==> config.mk <==
export PLATFORM = sky130hd
export DESIGN_NAME = seq_multiplier
export DESIGN_NICKNAME = d
export VERILOG_FILES = /design/src/rtl/mult_pkg.sv /design/src/rtl/mult_step.sv /design/src/rtl/seq_multiplier.sv
export SDC_FILE = /design/constraint.sdc
export NUM_CORES = 1
export LEC_CHECK = 0
export CAP_MARGIN = 20
export CORE_ASPECT_RATIO = 1.1
export CORE_MARGIN = 4
export CORE_UTILIZATION = 50
export DETAILED_ROUTE_END_ITERATION = 12
export GPL_TIMING_DRIVEN = 0
export PLACE_DENSITY = 0.8
export SLEW_MARGIN = 20
export SYNTH_ARGS = -nofsm -noshare
export SYNTH_HDL_FRONTEND = slang
export SYNTH_SLANG_ARGS = --single-unit
==> constraint.sdc <==
create_clock -name clk -period 2.66 [get_ports clk]
set_clock_uncertainty 0.2 [all_clocks]
set_input_delay 0.532 -clock clk [delete_from_list [all_inputs] [get_ports clk]]
set_output_delay 0.532 -clock clk [all_outputs]
set_load 0.03 [all_outputs]
==> src/rtl/mult_pkg.sv <==
// Shared types and elaboration helpers for the iterative shift-add multiplier.
package mult_pkg;

  // Controller states: operand capture, iteration, result hold.
  typedef enum logic [1:0] {
    IDLE = 2'd0,
    RUN  = 2'd1,
    DONE = 2'd2
  } state_t;

  // Number of RUN iterations needed to consume the whole multiplier.
  function automatic int calc_steps(input int width, input int radix_bits);
    return width / radix_bits;
  endfunction

  // Legal configurations: radix of 1, 2 or 4 bits that evenly divides a width of at least 2.
  function automatic bit radix_legal(input int width, input int radix_bits);
    return ((radix_bits == 1) || (radix_bits == 2) || (radix_bits == 4)) &&
           (width >= 2) && ((width % radix_bits) == 0);
  endfunction

endpackage

==> src/rtl/mult_step.sv <==
// Combinational radix step: adds multiplicand x (RADIX_BITS multiplier bits)
// onto the upper accumulator slice. The result is WIDTH+RADIX_BITS bits wide, so it never overflows.
module mult_step
  import mult_pkg::*;
#(
  parameter int WIDTH      = 8,
  parameter int RADIX_BITS = 1
) (
  input  logic [WIDTH-1:0]            i_acc_slice,
  input  logic [WIDTH-1:0]            i_mcand,
  input  logic [RADIX_BITS-1:0]       i_mbits,
  output logic [WIDTH+RADIX_BITS-1:0] o_sum
);

  localparam int SW = WIDTH + RADIX_BITS;

  logic [SW-1:0] w_pp [RADIX_BITS];

  // One shifted partial product per multiplier bit in this step.
  generate
    for (genvar gi = 0; gi < RADIX_BITS; gi++) begin : g_pp
      assign w_pp[gi] = i_mbits[gi] ? (SW'(i_mcand) << gi) : '0;
    end
  endgenerate

  // Sum the partial products onto the incoming accumulator slice.
  always_comb begin
    o_sum = SW'(i_acc_slice);
    for (int b = 0; b < RADIX_BITS; b++) begin
      o_sum = o_sum + w_pp[b];
    end
  end

endmodule

==> src/rtl/seq_multiplier.sv <==
// Iterative shift-add multiplier with valid/ready on both sides.
// It retires RADIX_BITS multiplier bits per cycle and holds the result until it is accepted.
// Optional feature macro: MULT_SIGNED_EN. It adds the signed_mode port, sign-magnitude
// handling and one extra RUN cycle to negate signed results.
module seq_multiplier
  import mult_pkg::*;
#(
  parameter int WIDTH      = 8,
  parameter int RADIX_BITS = 1
) (
  input  logic                 clk,
  input  logic                 rst_n,
  input  logic                 in_valid,
  output logic                 in_ready,
  input  logic [WIDTH-1:0]     multiplier,
  input  logic [WIDTH-1:0]     multiplicand,
`ifdef MULT_SIGNED_EN
  input  logic                 signed_mode,
`endif
  output logic                 out_valid,
  input  logic                 out_ready,
  output logic [2*WIDTH-1:0]   product,
  output logic                 busy
);

  localparam int N     = calc_steps(WIDTH, RADIX_BITS);
  localparam int CNT_W = (N > 1) ? $clog2(N) : 1;
  localparam int PW    = 2 * WIDTH;
  localparam int ACC_W = PW + RADIX_BITS;

  generate
    if (!radix_legal(WIDTH, RADIX_BITS)) begin : g_bad_cfg
      $error("seq_multiplier: RADIX_BITS must be 1, 2 or 4 and divide WIDTH (WIDTH >= 2)");
    end
  endgenerate

  state_t                  r_state;
  logic [WIDTH-1:0]        r_mplier;
  logic [WIDTH-1:0]        r_mcand;
  logic [PW-1:0]           r_acc;
  logic [PW-1:0]           r_product;
  logic [CNT_W-1:0]        r_cnt;

  logic [WIDTH+RADIX_BITS-1:0] w_sum;
  logic [ACC_W-1:0]            w_acc_wide;
  logic [PW-1:0]               w_acc_next;
  logic [WIDTH-1:0]            w_a_load;
  logic [WIDTH-1:0]            w_b_load;

  // The upper accumulator half absorbs this step's partial product. The whole accumulator then
  // shifts right, so the next step's bits land at the next weight.
  mult_step #(
    .WIDTH      (WIDTH),
    .RADIX_BITS (RADIX_BITS)
  ) u_step (
    .i_acc_slice (r_acc[PW-1:WIDTH]),
    .i_mcand     (r_mcand),
    .i_mbits     (r_mplier[RADIX_BITS-1:0]),
    .o_sum       (w_sum)
  );

  assign w_acc_wide = {w_sum, r_acc[WIDTH-1:0]};
  assign w_acc_next = PW'(w_acc_wide >> RADIX_BITS);

`ifdef MULT_SIGNED_EN
  logic r_sgn;
  logic r_neg;
  logic r_tail;
  logic w_a_neg;
  logic w_b_neg;

  // Signed operands are iterated as magnitudes. The sign is re-applied in one tail cycle.
  assign w_a_neg  = signed_mode & multiplier[WIDTH-1];
  assign w_b_neg  = signed_mode & multiplicand[WIDTH-1];
  assign w_a_load = w_a_neg ? (~multiplier + WIDTH'(1)) : multiplier;
  assign w_b_load = w_b_neg ? (~multiplicand + WIDTH'(1)) : multiplicand;
`else
  assign w_a_load = multiplier;
  assign w_b_load = multiplicand;
`endif

  // Controller and datapath registers. Asynchronous reset drops any operation in flight.
  always_ff @(posedge clk or negedge rst_n) begin
    if (!rst_n) begin
      r_state   <= IDLE;
      r_mplier  <= '0;
      r_mcand   <= '0;
      r_acc     <= '0;
      r_cnt     <= '0;
      r_product <= '0;
`ifdef MULT_SIGNED_EN
      r_sgn     <= 1'b0;
      r_neg     <= 1'b0;
      r_tail    <= 1'b0;
`endif
    end else begin
      case (r_state)
        IDLE: begin
          if (in_valid) begin
            r_mplier <= w_a_load;
            r_mcand  <= w_b_load;
            r_acc    <= '0;
            r_cnt    <= CNT_W'(N - 1);
            r_state  <= RUN;
`ifdef MULT_SIGNED_EN
            r_sgn    <= signed_mode;
            r_neg    <= w_a_neg ^ w_b_neg;
            r_tail   <= 1'b0;
`endif
          end
        end
        RUN: begin
`ifdef MULT_SIGNED_EN
          if (r_tail) begin
            r_product <= r_neg ? (~r_acc + PW'(1)) : r_acc;
            r_tail    <= 1'b0;
            r_state   <= DONE;
          end else
`endif
          begin
            r_acc    <= w_acc_next;
            r_mplier <= r_mplier >> RADIX_BITS;
            if (r_cnt == '0) begin
`ifdef MULT_SIGNED_EN
              if (r_sgn) begin
                r_tail <= 1'b1;
              end else begin
                r_product <= w_acc_next;
                r_state   <= DONE;
              end
`else
              r_product <= w_acc_next;
              r_state   <= DONE;
`endif
            end else begin
              r_cnt <= r_cnt - CNT_W'(1);
            end
          end
        end
        DONE: begin
          if (out_ready) begin
            r_state <= IDLE;
          end
        end
        default: r_state <= IDLE;
      endcase
    end
  end

  assign in_ready  = rst_n && (r_state == IDLE);
  assign out_valid = (r_state == DONE);
  assign busy      = (r_state != IDLE);
  assign product   = r_product;

endmodule

After elaboration in Yosys (flattened, before gate mapping)
Index checks and enable logic that the tools add are counted.
{ "op_classes": {"mux": 12, "n_eq_ne": 6, "add_sub_neg": 2, "n_reduce_logical": 10} }
{ "ops": {"columns": ["op", "n"], "rows": [
  ["$pmux 16 s2", 1],
  ["$mux 16", 1],
  ["$mux 8", 2],
  ["$pmux 8 s2", 1],
  ["$add 8x8->9", 1],
  ["$mux 2", 3],
  ["$mux 3", 2],
  ["$ne 2x2->1 const B", 3],
  ["$pmux 2 s3", 1],
  ["$pmux 3 s2", 1],
  ["$reduce_and 2->1", 3],
  ["$reduce_and 3->1", 2],
  ["$reduce_bool 2->1", 2],
  ["$logic_not 3->1", 1],
  ["$sub 3x1->3 const B", 1],
  ["$eq 2x1->1 const B", 1],
  ["$eq 2x2->1 const B", 1],
  ["$logic_not 2->1", 1],
  ["$ne 2x1->1 const B", 1],
  ["$logic_and 1x1->1", 1]
]} }
{ "totals": {"input_bits": 20, "out_inout_bits": 19, "regBits": 53, "word_cells": 36} }

Depth between registers and ports, before layout
{ "depth": {"ltp_word": 3, "ltp_mapped": 7, "ltp_nobuf": 7} }

By module
A second synthesis with hierarchy kept.
{ "hier_totals": {"cells_unflattened": 237, "area_unflattened_um2": 2608.8} }
{ "modules_own_cells": {"columns": ["module", "seq_area_each_um2", "instances", "cells_per_inst", "area_per_inst_um2"], "rows": [
  ["seq_multiplier", 1301.2, 1, 187, 2234.6],
  ["mult_step", 0.0, 1, 50, 374.1]
]} }

Least setup slack after synthesis
OpenSTA, ideal clock, no wires.
{ "synth_path": {"path_type": "register to register", "start": "register r_mplier[0]", "end": "register r_product[15] (netlist: product[15])", "slack_ns": 0.507, "setup_ns": 0.129, "n_path_buf": 0, "arrival_ns": 1.824, "required_ns": 2.331, "stages_incl_launch_ff": 8, "period_less_slack_ns": 2.153, "path_cell_list": "dfrtp_1 -> and2_1 -> ha_1 -> fa_1 -> a21o_1 -> a221oi_2 -> o21ba_2 -> o21ai_0"} }
{ "synth_via": {"elab_chain_len": 2} }
{ "synth_rtl": {"columns": ["item", "line_no", "text"], "rows": [
  ["start, declared", "seq_multiplier.sv:38", "logic [WIDTH-1:0] r_mplier;"],
  ["start signal, assigned", "seq_multiplier.sv:100", "r_mplier <= w_a_load;"],
  ["start signal, assigned", "seq_multiplier.sv:122", "r_mplier <= r_mplier >> RADIX_BITS;"],
  ["$mux 8", "mult_step.sv:22", "assign w_pp[gi] = i_mbits[gi] ? (SW'(i_mcand) << gi) : '0;"],
  ["$add 8x8->9", "mult_step.sv:30", "o_sum = o_sum + w_pp[b];"],
  ["end signal, assigned", "seq_multiplier.sv:132", "r_product <= w_acc_next;"],
  ["end, declared", "seq_multiplier.sv:41", "logic [PW-1:0] r_product;"]
]} }
No other way between the ends.
A chain may end at the register's enable or synchronous reset.

Worst setup path after layout
{ "layout_path": {"start": "register r_state[1]", "end": "output busy"} }
{ "layout_via": {"elab_chain_len": 1} }
{ "layout_rtl": {"columns": ["item", "line_no", "text"], "rows": [
  ["start, declared", "seq_multiplier.sv:37", "state_t r_state;"],
  ["start signal, assigned", "seq_multiplier.sv:85", "r_state <= IDLE;"],
  ["start signal, assigned", "seq_multiplier.sv:104", "r_state <= RUN;"],
  ["start signal, assigned", "seq_multiplier.sv:133", "r_state <= DONE;"],
  ["$reduce_bool 2->1", "seq_multiplier.sv:152", "assign busy = (r_state != IDLE);"],
  ["end, declared", "seq_multiplier.sv:23", "output logic busy"]
]} }
No other way between the ends.

==> impl_metrics.toml <==
[run_status]
status = "finished with violations"
failed_checks = "hold timing"

[cts]
cts_tree = "done"
path_clk_slew_ps = 90
cts_buffer_depth = 2
numCtsBuffers = 5
root_buffer = "clkbuf_8"
cts_sinks = 52
clkLatencyLatePin_ps = 310
htreeDepth = 2

[run]
drv_cap = 0

[sta]
rsz0062_at_grt = "no"
fin_crit_ps = 2440
slew_headroom = 0.785
finalSetupViolCount = 0
fin_hold_ws_ps = -13.2
hold_violations = 5
fmax_mhz = 410
period_share = 0.916
slew_violations = 0
tightest_slew_ps = 322

[cells_and_area]
utilization = 0.652
nFillCells = 391
drive_gt1_frac = 0.0805
area_delta_synth_final_pct = 23.7
final_cells = 379
num_antenna_cells = 0
ff_latch_area_mm2 = 0.00130
multi_input_area_mm2 = 0.00109
finalNetCount = 353

[critical_path]
rr_worst_depth = 7
crit_buf_inv = 1
reg2reg_to = "product[15]$_DFFE_PN0P_"
arrival_ps = 1700
r2r_slack_ps = 300
cp_slowest_stage_delay_ps = 610
endpoint_kind = "output port"
crit_fanout = 6
crit_type = "reg2out"
startpoint_type = "flop"
r2r_start = "r_mplier[0]$_DFFE_PN0P_"
path_cells = "or2_2 > clkdlybuf4s50_1"
crit_family = "buffers and inverters"
critPathRequiredTime_ps = 1930
crit_slowest_cell = "clkdlybuf4s50_1"

[yosys]
syn_area_per_cell_um2 = 9.01
synth_edf_count = 0
synth_nets = 307
ys_seq_elements = 52
ys_types = 36
synth-seq-area-share = 0.523
netlist_area_mm2 = 0.00249
async_flop_share = 1.00
ys_warn_count = 0
synthFlopType = "dfrtp_1"
netlist_instances = 276

[global_route]
grt_first_pass_wirelength_um = 8900
grt_start_max_net_pins = 53
track_usage = 0.190
first_global_vias = 1892
grt-ovfl-total = 0
antenna_found_initial = 0

[route]
dr_total_vias = 1973
wl_per_cell_um = 13.5
wirelength_um = 5130
drc = 0
final_antenna_net_count = 0
drt_first_pass_iters = 5
drtIter0Drc = 170
vias_per_cell = 5.21

[floorplanning]
start_util = 0.527
num_rows = 26
die_width_um = 75.3
ios = 39
die_h_um = 82.0
die_area_mm2 = 0.00617
core_area_mm2 = 0.00472

[power]
power_mw = 3.83
ir_worst_vdd_mv = 0.599
powerDensity_mw_per_mm2 = 1240
p_leak_nw = 1.54

[placement]
hpwl_um = 3710
place_inst = 370
portBuffers = 38
place.gp.congestion = 0.936

[hold_path]
min_path_type = "in2async"
-- synthesized netlist by cell type (2+ instances only) --
master    number  area (um^2)
o21ai_1        3         15.0
clkbuf_1       2         7.51
a21oi_1        7         35.0
a31oi_1        7         43.8
and3_1         3         18.8
dfrtp_1       52         1300
inv_1          7         26.3
nor2_1        10         37.5
nand4_1        2         12.5
ha_1          10          125
xnor2_1        3         26.3
o31ai_1        2         15.0
a21o_1         3         22.5
nand3_1       18         90.1
buf_2         11         55.1
and2_1         8         50.1
nor3_1         3         15.0
nand2b_1       3         18.8
nand2_1       95          357
o21ai_0       11         55.1
-- layout by cell type (no fill, tap or decap), types with 2 or more instances in the layout --
cell type and instances:
nand2_1 95, dfrtp_1 52, clkdlybuf4s50_1 36, nand3_1 18, buf_2 11, o21ai_0 11, nor2_1 10, ha_1 10
and2_1 8, inv_1 7, a21oi_1 7, a31oi_1 7, clkbuf_8 5, nand2b_1 3, and3_1 3, clkbuf_1 3
nor3_1 3, a21o_1 3, xnor2_1 3, o21ai_1 3, buf_6 2, o31ai_1 2, nand4_1 2
-- flip-flops by register name, summed over array words and instances, names as in the netlist --
name      cells
product      16
r_acc        15
r_mcand       8
r_mplier      8
r_cnt         3
r_state       2
-- worst max path at each step --
stage	startpoint	end	slack [ps]	cells after the start
floorplan	r_mplier[0]$_DFFE_PN0P_	product[15]$_DFFE_PN0P_	510	7
global placement	rst_n	in_ready	-1730	4
detailed placement	rst_n	in_ready	-70	4
CTS	r_state[1]$_DFFE_PN0P_	in_ready	30	3
global route	r_state[1]$_DFFE_PN0P_	busy	170	2
finish	r_state[1]$_DFFE_PN0P_	busy	220	2
-- kinds of logic after synthesis --
| kind of cell | share of synthesized area |
|---|---|
| mux | 0.00402 |
| compound gates | 0.102 |
| buf+inv | 0.0402 |
| simple gates | 0.259 |
| xor+xnor | 0.0141 |
| fa+ha+maj | 0.0584 |
| flops | 0.523 |
-- where the power goes --
group / total [mW] / leakage (nW) / internal (mW) / switching, mW
Clock: 0.535 / 0.0552 / 0.279 / 0.256
Combinational: 1.94 / 0.838 / 0.795 / 1.15
Sequential: 1.35 / 0.651 / 1.15 / 0.208
-- per-layer routing --
metal | share of wire | global-route usage | routed length (um) | vias to the layer above
met5 | 0 | 0 | 0 | -
met4 | 0.014 | 0.0664 | 73 | 0
met3 | 0.039 | 0.0416 | 202 | 6
met2 | 0.50 | 0.296 | 2540 | 38
met1 | 0.45 | 0.262 | 2310 | 924
li1 | - | - | - | 1005
-- area by class of cell --
| cell class | count | area share |
|---|---|---|
| flip-flops and latches | 52 | 0.423 |
| multi-input cells | 203 | 0.353 |
| repair buffers | 39 | 0.134 |
| plain buffers | 14 | 0.0240 |
| clock buffers | 6 | 0.0236 |
| well taps | 56 | 0.0228 |
| clock inverters | 2 | 0.0114 |
| inverters | 7 | 0.00854 |
-- what timing repair did --
action	in CTS	in global routing
setup endpoints to repair	1	1
setup buffers	0	0
endpoints found under the hold margin	52	0
gates resized for setup	1	1
hold buffers	1	0
-- metrics by stage --
stage	setup WS, ps	setup TNS, ps	instance area, um^2
floorplan	507	0	2490
global placement	-1730	-37630	2940
detailed placement	-74.8	-74.8	2940
CTS	27.9	0	3070
global route	165	0	3080
finish	223	0	3080
-- worst reg2reg max path: stages (launching register included) --
cell,delay [ps]
dfrtp_1,470
and2_1,180
ha_1,210
fa_1,410
a21o_1,220
a221oi_2,270
o21ba_2,190
o21ai_0,80
Power figures use the tool's default switching activity.
